===== src/rtl/simple_risc_pkg.sv =====
// simple_risc_pkg: SimpleRISC opcodes, aluSignals bit indices, immediate modifiers and decoded bundle
package simple_risc_pkg;
  localparam logic [4:0] OP_ADD  = 5'd0;
  localparam logic [4:0] OP_SUB  = 5'd1;
  localparam logic [4:0] OP_MUL  = 5'd2;
  localparam logic [4:0] OP_DIV  = 5'd3;
  localparam logic [4:0] OP_MOD  = 5'd4;
  localparam logic [4:0] OP_CMP  = 5'd5;
  localparam logic [4:0] OP_AND  = 5'd6;
  localparam logic [4:0] OP_OR   = 5'd7;
  localparam logic [4:0] OP_NOT  = 5'd8;
  localparam logic [4:0] OP_MOV  = 5'd9;
  localparam logic [4:0] OP_LSL  = 5'd10;
  localparam logic [4:0] OP_LSR  = 5'd11;
  localparam logic [4:0] OP_ASR  = 5'd12;
  localparam logic [4:0] OP_NOP  = 5'd13;
  localparam logic [4:0] OP_LD   = 5'd14;
  localparam logic [4:0] OP_ST   = 5'd15;
  localparam logic [4:0] OP_BEQ  = 5'd16;
  localparam logic [4:0] OP_BGT  = 5'd17;
  localparam logic [4:0] OP_B    = 5'd18;
  localparam logic [4:0] OP_CALL = 5'd19;
  localparam logic [4:0] OP_RET  = 5'd20;
  localparam int ALU_ADD = 0;
  localparam int ALU_SUB = 1;
  localparam int ALU_MUL = 2;
  localparam int ALU_DIV = 3;
  localparam int ALU_MOD = 4;
  localparam int ALU_CMP = 5;
  localparam int ALU_AND = 6;
  localparam int ALU_OR  = 7;
  localparam int ALU_NOT = 8;
  localparam int ALU_MOV = 9;
  localparam int ALU_LSL = 10;
  localparam int ALU_LSR = 11;
  localparam int ALU_ASR = 12;
  localparam int ALU_LD  = 13;
  localparam int ALU_ST  = 14;
  localparam logic [1:0] MOD_SEXT = 2'b00;
  localparam logic [1:0] MOD_ZEXT = 2'b01;
  localparam logic [1:0] MOD_HIGH = 2'b10;
  localparam logic [1:0] MOD_BAD  = 2'b11;
  typedef enum logic [1:0] {EMPTY, ONE, TWO} buf_state_e;
  typedef struct packed {
    logic [31:0] pc;
    logic [14:0] alu_signals;
    logic        is_immediate;
    logic [31:0] immx;
    logic [3:0]  rd;
    logic [3:0]  rs1;
    logic [3:0]  rs2;
    logic        wb_en;
    logic        is_beq;
    logic        is_bgt;
    logic        is_ubranch;
    logic        is_call;
    logic        is_ret;
    logic [31:0] branch_target;
    logic        illegal;
  } decoded_t;
endpackage


===== src/rtl/decode_logic.sv =====
// decode_logic: combinational SimpleRISC decode of (instr, pc) into decoded_t
import simple_risc_pkg::*;
module decode_logic (
  input  logic [31:0] instr,
  input  logic [31:0] pc,
  output decoded_t    dec
);
  logic [4:0]  op;
  logic [1:0]  mod;
  logic [15:0] imm;
  assign op  = instr[31:27];
  assign mod = instr[17:16];
  assign imm = instr[15:0];
  always_comb begin
    dec               = '0;
    dec.pc            = pc;
    dec.is_immediate  = instr[26];
    dec.immx          = mod == MOD_ZEXT ? {16'h0, imm} : mod == MOD_HIGH ? {imm, 16'h0} : {{16{imm[15]}}, imm};
    dec.rd            = op == OP_CALL ? 4'd15 : instr[25:22];
    dec.rs1           = op == OP_RET ? 4'd15 : instr[21:18];
    dec.rs2           = op == OP_ST ? instr[25:22] : instr[17:14];
    dec.alu_signals   = op <= OP_ASR ? 15'b1 << op : op == OP_LD ? 15'b1 << ALU_LD : op == OP_ST ? 15'b1 << ALU_ST : 15'b0;
    dec.wb_en         = (op <= OP_ASR && op != OP_CMP) || op == OP_LD || op == OP_CALL;
    dec.is_beq        = op == OP_BEQ;
    dec.is_bgt        = op == OP_BGT;
    dec.is_ubranch    = op == OP_B;
    dec.is_call       = op == OP_CALL;
    dec.is_ret        = op == OP_RET;
    dec.branch_target = pc + {{3{instr[26]}}, instr[26:0], 2'b00};
    dec.illegal       = op > OP_RET || mod == MOD_BAD;
  end
endmodule


===== src/rtl/decode_stage.sv =====
// decode_stage: SimpleRISC decode with a two-entry skid buffer between fetch and execute
import simple_risc_pkg::*;
module decode_stage (
  input  logic        clk,
  input  logic        rst,
  input  logic        in_valid,
  output logic        in_ready,
  input  logic [31:0] in_instr,
  input  logic [31:0] in_pc,
  input  logic        flush,
  output logic        out_valid,
  input  logic        out_ready,
  output logic [31:0] out_pc,
  output logic [14:0] out_alu_signals,
  output logic        out_is_immediate,
  output logic [31:0] out_immx,
  output logic [3:0]  out_rd,
  output logic [3:0]  out_rs1,
  output logic [3:0]  out_rs2,
  output logic        out_wb_en,
  output logic        out_is_beq,
  output logic        out_is_bgt,
  output logic        out_is_ubranch,
  output logic        out_is_call,
  output logic        out_is_ret,
  output logic [31:0] out_branch_target,
  output logic        out_illegal
);
  buf_state_e state_q, state_d;
  decoded_t   dec, e0_q, e0_d, e1_q, e1_d;
  logic       push, pop;
  decode_logic u_decode (.instr(in_instr), .pc(in_pc), .dec(dec));
  assign in_ready  = state_q != TWO;
  assign out_valid = state_q != EMPTY;
  assign push      = in_valid & in_ready & ~flush;
  assign pop       = out_valid & out_ready;
  // e0 is always the head; e1 only holds the younger entry while in TWO
  always_comb begin
    state_d = state_q;
    e0_d    = e0_q;
    e1_d    = e1_q;
    if (flush) state_d = EMPTY;
    else case (state_q)
      EMPTY: if (push) begin
        state_d = ONE;
        e0_d    = dec;
      end
      ONE: if (push && pop) e0_d = dec;
      else if (push) begin
        state_d = TWO;
        e1_d    = dec;
      end
      else if (pop) state_d = EMPTY;
      TWO: if (pop) begin
        state_d = ONE;
        e0_d    = e1_q;
      end
      default: state_d = EMPTY;
    endcase
  end
  always_ff @(posedge clk) begin
    if (rst) begin
      state_q <= EMPTY;
      e0_q    <= '0;
      e1_q    <= '0;
    end else begin
      state_q <= state_d;
      e0_q    <= e0_d;
      e1_q    <= e1_d;
    end
  end
  assign out_pc            = e0_q.pc;
  assign out_alu_signals   = e0_q.alu_signals;
  assign out_is_immediate  = e0_q.is_immediate;
  assign out_immx          = e0_q.immx;
  assign out_rd            = e0_q.rd;
  assign out_rs1           = e0_q.rs1;
  assign out_rs2           = e0_q.rs2;
  assign out_wb_en         = e0_q.wb_en;
  assign out_is_beq        = e0_q.is_beq;
  assign out_is_bgt        = e0_q.is_bgt;
  assign out_is_ubranch    = e0_q.is_ubranch;
  assign out_is_call       = e0_q.is_call;
  assign out_is_ret        = e0_q.is_ret;
  assign out_branch_target = e0_q.branch_target;
  assign out_illegal       = e0_q.illegal;
endmodule


===== config.mk =====
export PLATFORM = sky130hd
export DESIGN_NAME = decode_stage
export DESIGN_NICKNAME = d
export VERILOG_FILES = /design/src/rtl/simple_risc_pkg.sv /design/src/rtl/decode_logic.sv /design/src/rtl/decode_stage.sv
export SDC_FILE = /design/constraint.sdc
export NUM_CORES = 1
export LEC_CHECK = 0
export ABC_AREA = 1
export BUFFER_PORTS_ARGS = -buffer_cell sky130_fd_sc_hd__buf_2
export CORE_MARGIN = 2
export CORE_UTILIZATION = 50
export CTS_CLUSTER_DIAMETER = 30
export DETAILED_ROUTE_END_ITERATION = 6
export GPL_TIMING_DRIVEN = 0
export PLACE_DENSITY = 0.71
export SLEW_MARGIN = 20
export SYNTH_ARGS = -nofsm -noshare
export SYNTH_HDL_FRONTEND = slang
export SYNTH_HIERARCHICAL = 1
export SYNTH_SLANG_ARGS = --single-unit
export TNS_END_PERCENT = 20

===== constraint.sdc =====
create_clock -name clk -period 3.2 [get_ports clk]
set_input_delay 0.64 -clock clk [delete_from_list [all_inputs] [get_ports clk]]
set_output_delay 0.64 -clock clk [all_outputs]
set_load 0.01 [all_outputs]

Word level (Yosys, flattened, before mapping). Cells that the tools add are included.

Add/sub/neg operators: 1. Order comparisons: 2. Equal/unequal tests: 19. Shift operators: 1. Muxes and demuxes: 18. Bitwise logic cells: 5. Reductions and logical operators: 12.

Operator list (number): 2-to-1 mux 131 bit (3); one-hot mux 131 bit (3 select lines) (1); 2-to-1 mux 15 bit (3); adder 32 bit (1); 2-to-1 mux 32 bit (1); 2-to-1 mux 31 bit (1); equality test 5 bit, second input constant (5); << shifter 1 x 5 -> 15 bit, first input constant (1); 2-to-1 mux 4 bit (3); equality test 5 x 4 -> 1 bit, second input constant (2); 2-to-1 mux 2 bit (5); != test 2 bit, second input constant (5); AND reduction 4 bit (2); equality test 2 bit, second input constant (3); one-hot mux 2 bit (3 select lines) (1); > comparator 5 bit, second input constant (1); <= comparator 5 x 4 -> 1 bit, second input constant (1); != test 5 x 3 -> 1 bit, second input constant (1); AND reduction 5 bit (1); equality test 2 x 1 -> 1 bit, second input constant (2); AND 1 bit (3); logical OR 1 bit (3); != test 3 bit, second input constant (1); nonzero test 3 bit (1); other kinds (5) (7).

Flip-flop bits (word level): 264. Input port bits: 69. Output and inout bits: 133.

Longest topological paths before layout. Gate-level depths: netlist of run 1.

Depth after elaboration: 6. Mapped depth: 18. Mapped depth without buffers: 18.

Cells and area by module. The synthesis of run 1 kept the hierarchy.

Modules (own cells, without submodules): decode_stage (instances 1, cells an instance 1849, area each 11886.4 um^2, seq. area each 5285.1 um^2); decode_logic (instances 1, cells an instance 597, area each 3005.4 um^2, seq. area each 0.0 um^2).

Worst setup path after synthesis of run 1. OpenSTA, ideal clock, no wires.

Path kind: input to register. Start point: in in_instr[0]. End point: reg e0_q, in the netlist out_branch_target[18]. Setup time: 64 ps. Arrival time: 2282 ps. Data required time: 3136 ps. Slack: 854 ps. Stages: 17. Path buffers: 0. Cells stage by stage: ha_1 > inv_1 > fa_1 > inv_1 > nand3_1 > nand3_1 > nand2_1 > nand2_2 > nand3_2 > nand2_1 > xor2_1 > nand2_1 > nand2_1 > inv_1 > nand3_1 > nand2_1 > nor2_1.

RTL lines: start, declared (line decode_stage.sv:8) `input logic [31:0] in_instr,`; end signal, assigned (line decode_stage.sv:64) `e0_q <= '0;`; end signal, assigned (line decode_stage.sv:68) `e0_q <= e0_d;`; end, declared (line decode_stage.sv:30) `decoded_t dec, e0_q, e0_d, e1_q, e1_d;`.

Worst setup path after layout of run 1.
Start point: reg state_q[0]. End point: out in_ready.

Longest elaborated chain between the ends: 1.

Ends and longest elaborated chain: start, declared (line decode_stage.sv:29) `buf_state_e state_q, state_d;`; start signal, assigned (line decode_stage.sv:67) `state_q <= state_d;`; != test 2 bit (line decode_stage.sv:33) `assign in_ready = state_q != TWO;`; end, declared (line decode_stage.sv:7) `output logic in_ready,`.

Every way passes these cells.

==> qor.csv, run 1 <==
stage,metric,value,unit
finish,Area Growth Syn to Fin,23.8,%
sta,Final Critical Period,2770,ps
global_routing,total grt overflow,0,
detailed_routing,ANT nets after route,0,
sta,final setup fails,0,
detailed_routing,number of DRC markers in iteration 0,1137,
clock_tree,Clock transition at path regs,50,ps
placed_design,Post-DP HPWL,37.0,mm
detailed_routing,detailed-route wire length,49.1,mm
clock_tree,CTS max path bufs,3,
synth,"Warnings, synthesis",6,
synth,"Seq/Total Area, Yosys",0.355,
worst_setup_path,reg2reg start,state_q[1],
global_routing,vias in the first global route,15100,
sta,f_max,361,MHz
worst_setup_path,Critical Path Fanout Max,10,
placed_design,placed cells,3034,
clock_tree,Clock Tree Root,clkbuf_16,
sta,total negative slack,0,ps
global_routing,met2 Usage GRT,0.525,
detailed_routing,total number of vias,16000,
floorplanning,core area,29500,um^2
finish,Non-Filler Instances,3141,
flow_run,max-cap violation count,0,
clock_tree,Worst-Skew Late Latency,560,ps
finish,Multi-input gate area,7640,um^2
synth,Mapped Avg Cell Area,6.09,um^2
sta,Slew Limit Fails,0,
clock_tree,CTS resizes,0,
sta,Slew @ Worst Pin,1140,ps
pwr,total power,11.3,mW
placed_design,gpl congestion,1.00,
floorplanning,row count,63,
floorplanning,Boundary Pins,202,
placed_design,Port Buffer Count,198,
floorplanning,Die H,177,um
clock_tree,Inserted Clock Buffers,56,
worst_setup_path,crit start category,flip-flop,
finish,share of cells above drive strength 1,0.162,
synth,Netlist cell types,32,
clock_tree,CTS Hold Buffers Added,0,
global_routing,grt met1 use,0.375,
detailed_routing,DRC,0,
clock_tree,Clock Sinks,264,
detailed_routing,drt wl/cell,15.6,um
detailed_routing,drt pass-1 iters,6,
global_routing,gr busiest metal,met2,
synth,Post-Syn Area,14900,um^2
finish,Fillers,2906,
min_path,Hold Startpoint,in_pc[1],
pwr,PD cells,614,nW/um^2
sta,Final Cycle Share,0.866,
global_routing,initial antenna violation count,2,
global_routing,first-pass GRT wire length,75.6,mm
worst_setup_path,type of the worst setup path,flip-flop to primary output,
clock_tree,setup bufs post-CTS,0,
finish,"Core Util, Final",0.625,
global_routing,met3 usage,0.0379,
finish,sequential cell area,5290,um^2
global_routing,largest net degree at the start of global routing,15,
finish,Final nets,2801,
synth,synthesized net count,2545,
floorplanning,initial core utilization,0.505,
global_routing,GRT Total Usage,0.309,
worst_setup_path,worst setup path start,state_q[0],
sta,final hold violation count,0,
synth,Cells after Synth,2446,
clock_tree,TritonCTS clock tree,yes,
sta,WHS,379,ps
floorplanning,die width,177,um
min_path,Min-Delay Path Class,input pin to flip-flop,
worst_setup_path,CP Data Required Time,2560,ps
sta,Slew headroom,0.239,
clock_tree,H-tree depth,2,
worst_setup_path,Worst Path Arrival,2130,ps
run_status,status,completed,
worst_setup_path,crit path capture type,primary output,
sta,Clock Skews,19.6,ps
pwr,worst vdd ir,433,uV
floorplanning,Die Footprint,31200,um^2
detailed_routing,DR vias/cell,5.10,
pwr,leak pwr,9.40,nW
synth,Yosys reg bits,264,
sta,unrepaired setup endpoints after global routing,false,
==> worst max-delay path, stage by stage, from the launching register on <==
cell and delay [ps]:
dfxtp_1 380, inv_2 80, nand2_1 170, buf_2 260, clkbuf_1 440, buf_2 240
==> logic make-up after synthesis <==
logic type | synth area share
buffers and inverters | 0.132
flip-flops | 0.355
XOR/XNOR | 0.00941
AO/OA/AOI/OAI | 0.125
adder cells (fa/ha/maj) | 0.0257
AND/OR/NAND/NOR | 0.353
==> report_power, final <==
part,internal [mW],leakage [nW],switching (mW),total (mW)
clock network,4.28,0.994,1.93,6.22
registers,3.43,2.15,0.0636,3.49
logic,0.562,6.26,1.05,1.61
total,8.28,9.40,3.04,11.3
==> sequential cells by signal (all words and copies together), names as in the netlist, 2 cells and up <==
signal,cells
e1_q,131
out_branch_target,32
out_immx,32
out_pc,32
out_alu_signals,15
out_rd,4
out_rs1,4
out_rs2,4
state_q,2
==> final cells by class <==
type | instances | share of cell area
Antenna cell | 2 | 0.000271
Sequential cell | 264 | 0.287
Clock buffer | 68 | 0.0851
Clock inverter | 37 | 0.0269
Multi-Input combinational cell | 1712 | 0.414
Tap cell | 390 | 0.0265
Inverter | 289 | 0.0588
Buffer | 181 | 0.0480
Timing Repair Buffer | 198 | 0.0537
==> cell usage after synthesis <==
cell type / count / area share
a21o_1: 1 / 0.00050
a21oi_1: 191 / 0.064
a21oi_2: 3 / 0.0018
buf_1: 17 / 0.0043
buf_2: 57 / 0.019
buf_4: 36 / 0.018
clkbuf_1: 71 / 0.018
dfxtp_1: 264 / 0.35
fa_1: 1 / 0.0013
ha_1: 29 / 0.024
inv_1: 284 / 0.072
inv_2: 5 / 0.0013
nand2_1: 672 / 0.17
nand2_2: 18 / 0.0076
nand3_1: 156 / 0.052
nand3_2: 4 / 0.0027
nand3b_1: 1 / 0.00050
nand4_1: 5 / 0.0021
nor2_1: 417 / 0.11
nor2_2: 5 / 0.0021
nor2_4: 4 / 0.0030
nor3_1: 7 / 0.0024
nor3_2: 3 / 0.0020
nor4_1: 1 / 0.00042
o21ai_0: 163 / 0.055
o21ai_1: 2 / 0.00067
o21bai_1: 3 / 0.0015
o221ai_1: 1 / 0.00059
o32ai_1: 1 / 0.00059
or2_2: 8 / 0.0034
xnor2_1: 4 / 0.0024
xor2_1: 12 / 0.0071
==> layout by cell type, fill, tap and decap left out, types with 4 or more instances in the layout <==
| cell type | instances |
|---|---|
| a21oi_1 | 191 |
| buf_1 | 17 |
| buf_2 | 255 |
| buf_4 | 36 |
| bufinv_16 | 10 |
| clkbuf_1 | 73 |
| clkbuf_16 | 58 |
| clkbuf_8 | 8 |
| clkinv_2 | 10 |
| clkinvlp_4 | 9 |
| dfxtp_1 | 264 |
| ha_1 | 29 |
| inv_1 | 284 |
| inv_2 | 5 |
| inv_6 | 4 |
| nand2_1 | 672 |
| nand2_2 | 18 |
| nand3_1 | 156 |
| nand3_2 | 4 |
| nand4_1 | 5 |
| nor2_1 | 417 |
| nor2_2 | 5 |
| nor2_4 | 4 |
| nor3_1 | 7 |
| o21ai_0 | 163 |
| or2_2 | 8 |
| xnor2_1 | 4 |
| xor2_1 | 12 |
==> per-stage QoR <==
stage / worst slack (ps) / area (um^2)
2_1_floorplan: 854 / 14900
3_3_place_gp: 221 / 16400
3_5_place_dp: 168 / 16400
4_1_cts: 430 / 18400
5_1_grt: 347 / 18400
6_report: 430 / 18400
==> layer usage <==
metal | up-vias | routed length (um)
met2 | 544 | 22400
met3 | 161 | 2940
met5 | - | 0
met4 | 0 | 3050
li1 | 8076 | -
met1 | 7233 | 20600
==> final timing paths <==
check                 endpoint  slack [ps]  cells past startpoint
setup / recovery      in_ready         430                      5
hold / removal         e1_q[2]         380                      3
setup reg to reg  out_immx[27]         500                      9
hold reg to reg      e1_q[114]         450                      2
(Power assumes the default switching activity.)
==> inputs of run 2 (changes only) <==
Settings changed: ABC_AREA 1 to not set.
==> qor.csv, run 2 <==
stage,metric,value,unit
run_status,status,completed,
floorplanning,Die H,174,um
worst_setup_path,"slowest stage cell, crit path",fa_1,
placed_design,placed cells,2284,
sta,total negative slack,0,ps
detailed_routing,DRC,0,
pwr,Clock power frac,0.567,
finish,Final nets,2059,
min_path,Hold Startpoint,in_pc[1],
pwr,Comb power frac,0.121,
worst_setup_path,Critical Path Fanout Max,3,
global_routing,met3 usage,0.0628,
clock_tree,TritonCTS clock tree,yes,
flow_run,max-cap violation count,0,
detailed_routing,detailed-route wire length,46.6,mm
clock_tree,CTS Hold Buffers Added,0,
synth,Yosys reg bits,264,
synth,Cells after Synth,1703,
clock_tree,Worst-Skew Late Latency,570,ps
floorplanning,initial core utilization,0.506,
detailed_routing,total number of vias,13700,
synth,"FFs w/ async S/R, synth",0,
synth,most common cell in the synthesized netlist,nand2_1,
worst_setup_path,crit start category,input pin,
clock_tree,H-tree depth,2,
sta,Final Cycle Share,0.922,
pwr,worst vdd ir,409,uV
global_routing,met2 Usage GRT,0.456,
floorplanning,Die Footprint,30300,um^2
synth,Mapped Avg Cell Area,8.50,um^2
global_routing,total grt overflow,0,
sta,Slew Limit Fails,0,
sta,WHS,339,ps
sta,final setup fails,0,
sta,Clock Skews,12.3,ps
finish,max FFs per register,131,
sta,Slew @ Worst Pin,1060,ps
clock_tree,Inserted Clock Buffers,58,
global_routing,initial antenna violation count,1,
detailed_routing,DR vias/cell,5.73,
synth,number of synthesized flops with an enable pin,0,
synth,Netlist cell types,54,
floorplanning,row count,62,
clock_tree,Clock transition at path regs,40,ps
sta,final hold violation count,0,
synth,"Seq/Total Area, Yosys",0.365,
pwr,leak pwr,8.20,nW
synth,"Warnings, synthesis",6,
synth,Post-Syn Area,14500,um^2
worst_setup_path,R2R cell count,6,
pwr,total power,11.0,mW
worst_setup_path,Reg-to-Reg End,out_branch_target[19],
sta,Final Critical Period,2950,ps
detailed_routing,ANT nets after route,0,
detailed_routing,drt pass-1 iters,5,
pwr,Reg power frac,0.312,
placed_design,Post-DP HPWL,33.7,mm
synth,"top cells by area, synth","dfxtp_1, mux2i_1, nand2_1",
placed_design,gpl congestion,0.913,
detailed_routing,number of DRC markers in iteration 0,1180,
pwr,Sw Share,0.255,
synth,"top cells by count, synth","nand2_1, dfxtp_1, a21oi_1",
finish,"most common cell after layout, fill and taps aside",nand2_1,
finish,share of cells above drive strength 1,0.231,
pwr,PD cells,612,nW/um^2
finish,post-route cell area,18000,um^2
finish,most frequent cells in the layout,"nand2_1, dfxtp_1, buf_2",
synth,synthesized net count,1802,
worst_setup_path,"setup slack, reg-to-reg",980,ps
min_path,worst min-delay path endpoint,e1_q[100],
synth,"Primary FF master, synth",dfxtp_1,
worst_setup_path,crit path capture type,flip-flop,
placed_design,Port Buffer Count,197,
finish,Area Growth Syn to Fin,24.6,%
sta,final worst setup slack,249,ps
worst_setup_path,cell breakdown of the critical path,"buf_2, ha_1, inv_1, fa_1, nand2b_1, a21oi_2, o211ai_1, a211oi_2, nor2_1, o21bai_1, xor2_1, mux2i_1, o41ai_1",
worst_setup_path,Worst Path Arrival,3400,ps
min_path,Min-Delay Path Class,input pin to flip-flop,
clock_tree,CTS max path bufs,3,
global_routing,vias in the first global route,12900,
clock_tree,Clock Tree Root,clkbuf_16,
worst_setup_path,CP Data Required Time,3650,ps
global_routing,first-pass GRT wire length,70.6,mm
pwr,Sw Pwr,2.81,mW
pwr,internal power,8.22,mW
global_routing,gr busiest metal,met2,
worst_setup_path,CP Buf/Inv Count,2,
sta,Slew headroom,0.292,
sta,f_max,339,MHz
worst_setup_path,crit-path max cell delay,410,ps
synth,"area leader, netlist",dfxtp_1,
detailed_routing,drt wl/cell,19.5,um
clock_tree,Clock Sinks,264,
sta,unrepaired setup endpoints after global routing,false,
floorplanning,die width,174,um
floorplanning,Boundary Pins,202,
placed_design,DP Area,15900,um^2
finish,Non-Filler Instances,2392,
floorplanning,core area,28600,um^2
global_routing,grt met1 use,0.394,
worst_setup_path,reg2reg start,state_q[0],
worst_setup_path,type of the worst setup path,input pin to flip-flop,
min_path,WHS Path Cells,3,
clock_tree,CTS resizes,0,
clock_tree,setup bufs post-CTS,0,
placed_design,dpl ws,-427,ps
global_routing,GRT Total Usage,0.295,
synth,Yosys top cell area share,0.365,
finish,"Core Util, Final",0.630,
finish,Top reg by flops,e1_q,
global_routing,largest net degree at the start of global routing,17,
worst_setup_path,Top Family by Delay on Critical Path,compound AO/OA/AOI/OAI gates,
[run 2: worst max path at each step]
stage	start	end	slack [ps]	cells past startpoint
2_1_floorplan	in_instr[0]	out_branch_target[30]	320	12
3_3_place_gp	in_instr[0]	out_branch_target[30]	-380	13
3_5_place_dp	in_instr[0]	out_branch_target[30]	-430	13
4_1_cts	in_instr[0]	out_branch_target[22]	50	13
5_1_grt	in_instr[0]	out_branch_target[22]	40	13
6_report	in_instr[0]	out_branch_target[22]	250	13
[run 2: worst register-to-register path, cell delays in order, from the launching register on]
cell and delay, ps:
dfxtp_1 410, and3b_1 230, a21oi_4 410, buf_2 520, buf_2 350, o21ai_1 100
o41ai_1 90
[run 2: kinds of logic after synthesis]
logic type	count (synthesis)	share of synthesized area
XOR/XNOR	29	0.0176
multiplexers	133	0.0922
AND/OR/NAND/NOR	549	0.180
flip-flops	264	0.365
AO/OA/AOI/OAI	493	0.243
adder cells (fa/ha/maj)	30	0.0265
buffers and inverters	205	0.0760
[run 2: power groups by stage]
stage          Clock [mW]  Combinational, mW  Sequential [mW]
2_1_floorplan           0              0.822             3.53
3_3_place_gp            0               1.29             3.50
3_5_place_dp            0               1.31             3.50
4_1_cts              6.28               1.32             3.44
5_1_grt              6.47               1.44             3.45
6_report             6.25               1.34             3.44
[run 2: routing by layer]
layer  up-vias  routed length (um)
met2       572               20800
li1       6526                   -
met1      6478               20100
met3       123                3660
met5         -                  13
met4         2                2030
[run 2: area by class of cell]
type	count	area [um^2]
Clock buffer	79	1640
Clock inverter	27	439
Tap cell	384	480
Sequential cell	264	5290
Inverter	9	33.8
Multi-Input combinational cell	1234	8100
Timing Repair Buffer	197	986
Fill cell	2409	10600
Buffer	196	1070
Antenna cell	2	5.00
==> inputs of run 3 (changes only) <==
Settings changed: ABC_AREA set to 0, CORE_UTILIZATION 50 to 25, PLACE_DENSITY 0.71 to not set.
==> qor.csv, run 3 (synthesis results as in run 2) <==
stage,metric,value,unit
floorplanning,core area,57500,um^2
clock_tree,Clock Tree Root,clkbuf_16,
placed_design,Port Buffer Count,197,
detailed_routing,DRC,0,
detailed_routing,DR vias/cell,4.84,
placed_design,gpl congestion,0.892,
pwr,internal power,7.77,mW
finish,share of cells above drive strength 1,0.229,
worst_setup_path,crit start category,input pin,
run_status,status,completed,
floorplanning,Boundary Pins,202,
global_routing,met3 usage,0.0561,
pwr,Reg power frac,0.324,
pwr,PD cells,578,nW/um^2
finish,max FFs per register,131,
sta,final worst setup slack,165,ps
clock_tree,Clock Sinks,264,
worst_setup_path,Critical Path Fanout Max,3,
finish,Final nets,2059,
clock_tree,CTS max path bufs,3,
min_path,Min-Delay Path Class,input pin to flip-flop,
finish,Area Growth Syn to Fin,26.8,%
placed_design,Post-DP HPWL,42.0,mm
sta,Final Cycle Share,0.949,
clock_tree,H-tree depth,2,
global_routing,initial antenna violation count,6,
sta,unrepaired setup endpoints after global routing,false,
clock_tree,TritonCTS clock tree,yes,
detailed_routing,ANT nets after route,0,
floorplanning,initial core utilization,0.252,
worst_setup_path,Reg-to-Reg End,out_branch_target[17],
global_routing,grt met1 use,0.227,
min_path,WHS Path Cells,3,
sta,Slew headroom,0.311,
global_routing,total grt overflow,0,
finish,Fillers,6073,
worst_setup_path,type of the worst setup path,input pin to flip-flop,
sta,final hold violation count,0,
detailed_routing,detailed-route wire length,54.3,mm
worst_setup_path,CP Data Required Time,3680,ps
worst_setup_path,crit path capture type,flip-flop,
sta,Slew Limit Fails,0,
global_routing,GRT Total Usage,0.178,
finish,most frequent cells in the layout,"nand2_1, dfxtp_1, buf_2",
floorplanning,die width,245,um
worst_setup_path,Worst Path Arrival,3510,ps
global_routing,gr busiest metal,met2,
pwr,worst vdd ir,392,uV
placed_design,DP Area,16400,um^2
detailed_routing,drt wl/cell,19.6,um
sta,Final Critical Period,3040,ps
global_routing,vias in the first global route,13400,
min_path,worst min-delay path endpoint,e1_q[99],
detailed_routing,number of DRC markers in iteration 0,893,
sta,f_max,329,MHz
sta,Clock Skews,34.0,ps
finish,post-route cell area,18400,um^2
floorplanning,row count,88,
worst_setup_path,R2R cell count,6,
floorplanning,Die Footprint,59800,um^2
global_routing,met2 Usage GRT,0.282,
worst_setup_path,"setup slack, reg-to-reg",960,ps
sta,Slew @ Worst Pin,1030,ps
detailed_routing,total number of vias,13400,
global_routing,first-pass GRT wire length,81.4,mm
worst_setup_path,reg2reg start,state_q[0],
pwr,Clock power frac,0.546,
clock_tree,Worst-Skew Late Latency,590,ps
flow_run,max-cap violation count,0,
finish,"most common cell after layout, fill and taps aside",nand2_1,
pwr,Sw Share,0.268,
placed_design,dpl ws,-559,ps
floorplanning,Die H,245,um
sta,final setup fails,0,
global_routing,largest net degree at the start of global routing,17,
detailed_routing,drt pass-1 iters,5,
pwr,Sw Pwr,2.85,mW
clock_tree,Inserted Clock Buffers,58,
clock_tree,Clock transition at path regs,50,ps
worst_setup_path,worst setup path start,in_pc[2],
finish,Top reg by flops,e1_q,
min_path,Hold Startpoint,in_pc[0],
pwr,leak pwr,8.12,nW
pwr,Comb power frac,0.129,
## run 3: changes by cell type in the layout (fill, tap and decap cells not counted)
cell        delta
bufinv_16      -5
diode_2        +2
clkinv_8       +1
inv_6          -2
clkbuf_1       +2
clkinvlp_4     +2
clkbuf_8       -2
## run 3: how the worst max path moves through the flow
| stage | endpoint | slack, ps | cells past startpoint |
|---|---|---|---|
| floorplan | out_branch_target[30] | 320 | 12 |
| global placement | out_branch_target[30] | -510 | 13 |
| detailed placement | out_branch_target[30] | -560 | 13 |
| CTS | out_branch_target[30] | 20 | 13 |
| global route | out_branch_target[30] | 40 | 13 |
| finish | out_branch_target[30] | 160 | 13 |
## run 3: area by class of cell
class	instances	area, um^2	share of cell area
tap	765	957	0.0521
buffer	196	1070	0.0581
sequential	264	5290	0.288
clock buffer	79	1620	0.0883
antenna	4	10.0	0.000545
inverter	9	33.8	0.00184
clock inverter	23	303	0.0165
timing repair buffer	197	986	0.0537
multi-input combinational	1234	8100	0.441
## run 3: timing repair
| action | CTS | global route |
|---|---|---|
| setup buffers | 0 | 0 |
| hold buffers | 0 | 0 |
| gates resized for setup | 0 | 2 |
| endpoints found under the setup margin | 0 | 4 |
## run 3: worst max-delay path, cell delays in order
cell	delay, ps
buf_2	150
ha_1	240
inv_1	70
fa_1	390
nand2b_1	200
a21oi_2	180
o211ai_1	160
a211oi_2	400
a211oi_1	240
o21ai_0	260
xor2_1	230
mux2i_1	110
o41ai_1	250
## run 3: layer usage
metal / routed length [um] / vias to the layer above
met5: 27 / -
li1: - / 6522
met2: 24000 / 392
met1: 23900 / 6413
met4: 1700 / 4
met3: 4650 / 90
## run 3: per-stage QoR
stage                      util  total power, mW  setup TNS, ps  instances  hold slack, ps
after floorplan               -             4.35              0       1703             436
after global placement    0.286             4.85          -2330       2665             440
after detailed placement  0.286             4.87          -2920       2665             446
after CTS                 0.319             10.7              0       2767             289
after global routing      0.319             11.0              0       2768             301
final                     0.319             10.6              0       2771             315
## run 3: power groups by stage
stage / clock [mW] / sequential (mW) / combinational, mW
2_1_floorplan: 0 / 3.53 / 0.822
3_5_place_dp: 0 / 3.50 / 1.37
6_report: 5.80 / 3.44 / 1.37
5_1_grt: 6.08 / 3.45 / 1.49
4_1_cts: 5.90 / 3.44 / 1.37
3_3_place_gp: 0 / 3.50 / 1.35
